`src/rtl/spi_arb_pkg.sv`:
```
// Shared types and sizes for the two-requester SPI arbiter.
package spi_arb_pkg;

  localparam int unsigned NUM_REQ = 2;
  localparam int unsigned CMD_W   = 16;

  typedef enum logic [2:0] {
    IDLE    = 3'd0,
    LAUNCH  = 3'd1,
    WAIT_LO = 3'd2,
    WAIT_HI = 3'd3,
    RESP    = 3'd4
  } arb_state_t;

  // One-hot pulse vector addressed to requester g.
  function automatic logic [NUM_REQ-1:0] gnt_onehot(input logic g);
    return NUM_REQ'(1) << g;
  endfunction

endpackage

```
`src/rtl/spi_arb2_rr.sv`:
```
// Two-way round-robin pick: on contention, the requester not served last wins.
module rr_arb2
  import spi_arb_pkg::*;
(
  input  logic [NUM_REQ-1:0] req,
  input  logic               last_gnt,
  output logic               any,
  output logic               winner
);

  assign any    = |req;
  assign winner = (req[1] && req[0]) ? ~last_gnt : req[1];

endmodule

```
`src/rtl/spi_arb2.sv`:
```
// Arbitrates two requesters onto one SPI master: launch, wait for done, ack or
// abort on watchdog, and route the master's slave select to the granted device.
module spi_arb2
  import spi_arb_pkg::*;
#(
  parameter int unsigned TIMEOUT_CYC = 1024
) (
  input  logic               clk,
  input  logic               rst,
  input  logic [NUM_REQ-1:0] req,
  input  logic [CMD_W-1:0]   cmd0,
  input  logic [CMD_W-1:0]   cmd1,
  output logic [NUM_REQ-1:0] ack,
  output logic [NUM_REQ-1:0] err,
  output logic [CMD_W-1:0]   rd_data,
  output logic               spi_wrt,
  output logic [CMD_W-1:0]   spi_cmd,
  input  logic               spi_done,
  input  logic [CMD_W-1:0]   spi_rd_data,
  input  logic               spi_SS_n,
  output logic [NUM_REQ-1:0] ss_n
);

  localparam int unsigned TMO_W = $clog2(TIMEOUT_CYC);

  arb_state_t         state, state_d;
  logic               gnt, gnt_d;
  logic               last_gnt, last_gnt_d;
  logic [TMO_W-1:0]   tmo_cnt, tmo_d, tmo_inc;
  logic [CMD_W-1:0]   spi_cmd_d, rd_data_d;
  logic [NUM_REQ-1:0] ack_d, err_d;
  logic               spi_wrt_d;
  logic               any, winner, tmo_hit;

  rr_arb2 u_rr (
    .req      (req),
    .last_gnt (last_gnt),
    .any      (any),
    .winner   (winner)
  );

  // Watchdog saturates at its terminal count instead of wrapping.
  assign tmo_hit = (tmo_cnt == TMO_W'(TIMEOUT_CYC - 1));
  assign tmo_inc = tmo_hit ? tmo_cnt : tmo_cnt + TMO_W'(1);

  // State and registered outputs.
  always_ff @(posedge clk) begin
    if (rst) begin
      state    <= IDLE;
      gnt      <= 1'b0;
      last_gnt <= 1'b1;
      tmo_cnt  <= '0;
      spi_cmd  <= '0;
      rd_data  <= '0;
      ack      <= '0;
      err      <= '0;
      spi_wrt  <= 1'b0;
    end else begin
      state    <= state_d;
      gnt      <= gnt_d;
      last_gnt <= last_gnt_d;
      tmo_cnt  <= tmo_d;
      spi_cmd  <= spi_cmd_d;
      rd_data  <= rd_data_d;
      ack      <= ack_d;
      err      <= err_d;
      spi_wrt  <= spi_wrt_d;
    end
  end

  // Next state; pulses are raised on the transition into the state they mark.
  always_comb begin
    state_d    = state;
    gnt_d      = gnt;
    last_gnt_d = last_gnt;
    tmo_d      = tmo_cnt;
    spi_cmd_d  = spi_cmd;
    rd_data_d  = rd_data;
    ack_d      = '0;
    err_d      = '0;
    spi_wrt_d  = 1'b0;
    unique case (state)
      IDLE: begin
        if (any) begin
          gnt_d     = winner;
          spi_cmd_d = winner ? cmd1 : cmd0;
          spi_wrt_d = 1'b1;
          state_d   = LAUNCH;
        end
      end
      LAUNCH: begin
        tmo_d   = '0;
        state_d = WAIT_LO;
      end
      WAIT_LO: begin
        tmo_d = tmo_inc;
        if (tmo_hit) begin
          err_d      = gnt_onehot(gnt);
          last_gnt_d = gnt;
          state_d    = IDLE;
        end else if (!spi_done) begin
          state_d = WAIT_HI;
        end
      end
      WAIT_HI: begin
        tmo_d = tmo_inc;
        if (spi_done) begin
          rd_data_d  = spi_rd_data;
          last_gnt_d = gnt;
          ack_d      = gnt_onehot(gnt);
          state_d    = RESP;
        end else if (tmo_hit) begin
          err_d      = gnt_onehot(gnt);
          last_gnt_d = gnt;
          state_d    = IDLE;
        end
      end
      RESP: begin
        state_d = IDLE;
      end
      default: begin
        state_d = IDLE;
      end
    endcase
  end

  // Only the granted device sees the master's select, and only while busy.
  always_comb begin
    ss_n = '1;
    if (state != IDLE) ss_n[gnt] = spi_SS_n;
  end

endmodule
```
`config.mk`:
```
export PLATFORM = sky130hd
export DESIGN_NAME = spi_arb2
export DESIGN_NICKNAME = d
export VERILOG_FILES = /design/src/rtl/spi_arb_pkg.sv /design/src/rtl/spi_arb2_rr.sv /design/src/rtl/spi_arb2.sv
export SDC_FILE = /design/constraint.sdc
export NUM_CORES = 1
export LEC_CHECK = 0
export CAP_MARGIN = 25
export CORE_MARGIN = 10
export CORE_UTILIZATION = 45
export CTS_CLUSTER_DIAMETER = 50
export CTS_CLUSTER_SIZE = 14
export DETAILED_ROUTE_END_ITERATION = 6
export PLACE_DENSITY_LB_ADDON = 0.2
export SYNTH_ARGS = -nofsm -noshare
export SYNTH_HDL_FRONTEND = slang
export SYNTH_SLANG_ARGS = --single-unit
export TNS_END_PERCENT = 1
```
`constraint.sdc`:
```
create_clock -name clk -period 4.24 [get_ports clk]
set_input_delay 0.848 -clock clk [delete_from_list [all_inputs] [get_ports clk]]
set_output_delay 0.848 -clock clk [all_outputs]
set_load 0.02 [all_outputs]
```
==> metrics.md <==
| Metric | Value |
|---|---|
| Leak Pwr | 1.118 nW |
| Final setup viols | 0 |
| CTS tree | built |
| Initial core utilization | 0.4768 |
| Hold Violations, Final | 0 |
| DRT Pass-1 Iters | 5 |
| Final setup skew | 0.005757 ns |
| Crit end category | output pin |
| Leading cell type in the layout, fill and taps excluded | clkdlybuf4s50_1 |
| Layout cells sized above 1 | 0.04573 |
| Dominant synthesized flop cell | dfxtp_1 |
| Pin count of the biggest net entering global routing | 47 |
| Fmax | 329.7 MHz |
| Worst EP arrival | 2.18 ns |
| Ys async rst share | 0 |
| Total GRT Usage | 0.1453 |
| CTS clk-pin slew, worst paths | 0.09 ns |
| Vias | 2032 |
| Sink Count | 52 |
| Synthesis-stage register bit count | 52 |
| Detailed placement HPWL | 4424 µm |
| # H-tree levels | 2 |
| Ports | 93 |
| Setup TNS | 0 ns |
| Vias in the first global route | 1916 |
| Syn Area/Cell | 8.889 µm² |
| Yosys warnings | 0 |
| Core area | 0.004474 mm² |
| Share of the yosys chip area belonging to registers | 0.4880 |
| Total grt overflow | 0 |
| Max Cap Viol | 0 |
| Drt drc | 0 |
| Number of port buffers | 92 |
| Fin util | 0.7089 |
| P&R area growth vs syn | 48.68% |
| Number of synthesized flops with an enable pin | 0 |
| Via-per-instance ratio | 5.347 |
| Least-Margin Pin Slew | 0.8297 ns |
| Critical Path Source Type | input pin |
| Final WL | 5660 µm |
| Syn_nets | 295 |
| Most frequent CP cell | clkdlybuf4s50_1 |
| Num CTS Buffers | 5 |
| CTS Hold Bufs | 0 |
| Die area | 0.007894 mm² |
| Iteration-0 DRC Markers | 111 |
| PwrDens | 364.5 mW/mm² |
| Row cnt | 24 |
| Fillers | 358 |
| WL/cell | 14.89 µm |
| Cells after synthesis | 240 |
| GPL Wtd Cong | 0.7501 |
| Unrepaired setup endpoints after global routing | false |
| Crit path max fanout | 2 |
| Max incr delay on CP | 0.55 ns |
| Die height | 88.85 µm |
| Unique masters post-synth | 42 |
| Cells along the critical path | clkdlybuf4s50_1 > or3_1 > clkdlybuf4s50_1 |
| Die width | 88.85 µm |
| Root buffer cell | clkbuf_8 |
| Post-layout min period | 3.033 ns |
| Period utilization | 0.7152 |
| Worst Hold Class | register to register |
| Status | finished clean |
| CP Class | input pin to output pin |
| Pre-CTS setup slack | 1.200 ns |
| Diodes inserted | 0 |
| CTS resizes | 0 |
| Final nets | 382 |
| Clk_lat worst skew | 0.31 ns |
| Slew margin rel. | 0.4468 |
| Worst EP required | 3.39 ns |
| Slew Viols, Final | 0 |
| ANT nets after route | 0 |
| Peak supply drop | 0.2449 mV |
| Hold Slack | 0.4555 ns |
| Final worst slack | 1.207 ns |
| Global-route wire length before repair | 8990 µm |
| Longest Clk Path Bufs | 2 |
| Critical path's slowest cell | clkdlybuf4s50_1 |
| Initial antenna violation count | 0 |
| Commonest non-fill, non-tap cells in the layout | 91 x clkdlybuf4s50_1, 52 x dfxtp_1, 38 x nand2_1 |
| Post-synthesis instance area | 0.002133 mm² |
| Setup Buffers After CTS | 0 |
-- area by class of cell --
cell class / instances / area, µm² / area share
Timing Repair Buffer: 94 / 930.9 / 0.2935
Inverter: 1 / 3.754 / 0.001183
Multi-Input combinational cell: 173 / 1020 / 0.3215
Tap cell: 52 / 65.06 / 0.02051
Clock inverter: 2 / 38.79 / 0.01223
Clock buffer: 6 / 72.57 / 0.02288
Sequential cell: 52 / 1041 / 0.3282
-- per-layer routing --
metal,global-route usage,part of all wire
met1,0.1545,0.41
met3,0.1020,0.13
met4,0.04846,0.011
met2,0.2241,0.45
met5,0,0
-- critical path: cells and delay by family --
family	cells	cell delay [ns]
AND/OR/NAND/NOR	1	0.37
buffers and inverters	2	0.96
-- logic make-up after synthesis --
logic type | share of synthesized area
fa+ha+maj | 0.005864
buf+inv | 0.03578
xor+xnor | 0.008213
mux | 0.07976
simple gates | 0.2053
flops | 0.4880
compound gates | 0.1771
-- path summary, 6_finish.rpt --
path,slack (ns),end,start,cells past startpoint
max,1.21,ss_n[0],spi_SS_n,3
min,0.46,rd_data[5],rd_data[5],2
max reg2reg,2.39,spi_cmd[14],state[1],4
min reg2reg,0.46,rd_data[5],rd_data[5],2
-- state kept, by name, summed over array words and instances, names as in the netlist --
register  flops
rd_data      16
spi_cmd      16
tmo_cnt      10
state         3
ack           2
err           2
gnt           1
last_gnt      1
spi_wrt       1
-- per-stage QoR --
step | total power, W | instances | instance area [µm²]
floorplan | 0.0007040 | 240 | 2133
global placement | 0.0008270 | 372 | 3060
detailed placement | 0.0008323 | 372 | 3060
CTS | 0.001169 | 380 | 3172
global route | 0.001218 | 380 | 3172
finish | 0.001156 | 380 | 3172
-- cells in the mapped netlist (3+ instances only) --
master	count	area, µm²
a211oi_1	16	120.1
a21oi_1	22	110.1
buf_2	4	20.02
clkbuf_1	7	26.28
dfxtp_1	52	1041
mux2i_1	17	170.2
nand2_1	38	142.6
nand3_1	5	25.02
nand4_1	3	18.77
nor2_1	28	105.1
nor3_1	5	25.02
o21ai_0	3	15.01
or3_1	4	25.02
-- power by group --
group / internal, W / switching (W) / total, W
clock: 0.000178 / 0.000161 / 0.000339
combinational: 0.000136 / 0.000135 / 0.000272
sequential: 0.000524 / 0.0000218 / 0.000545
total: 0.000838 / 0.000318 / 0.00116
(Power assumes the default switching activity.)
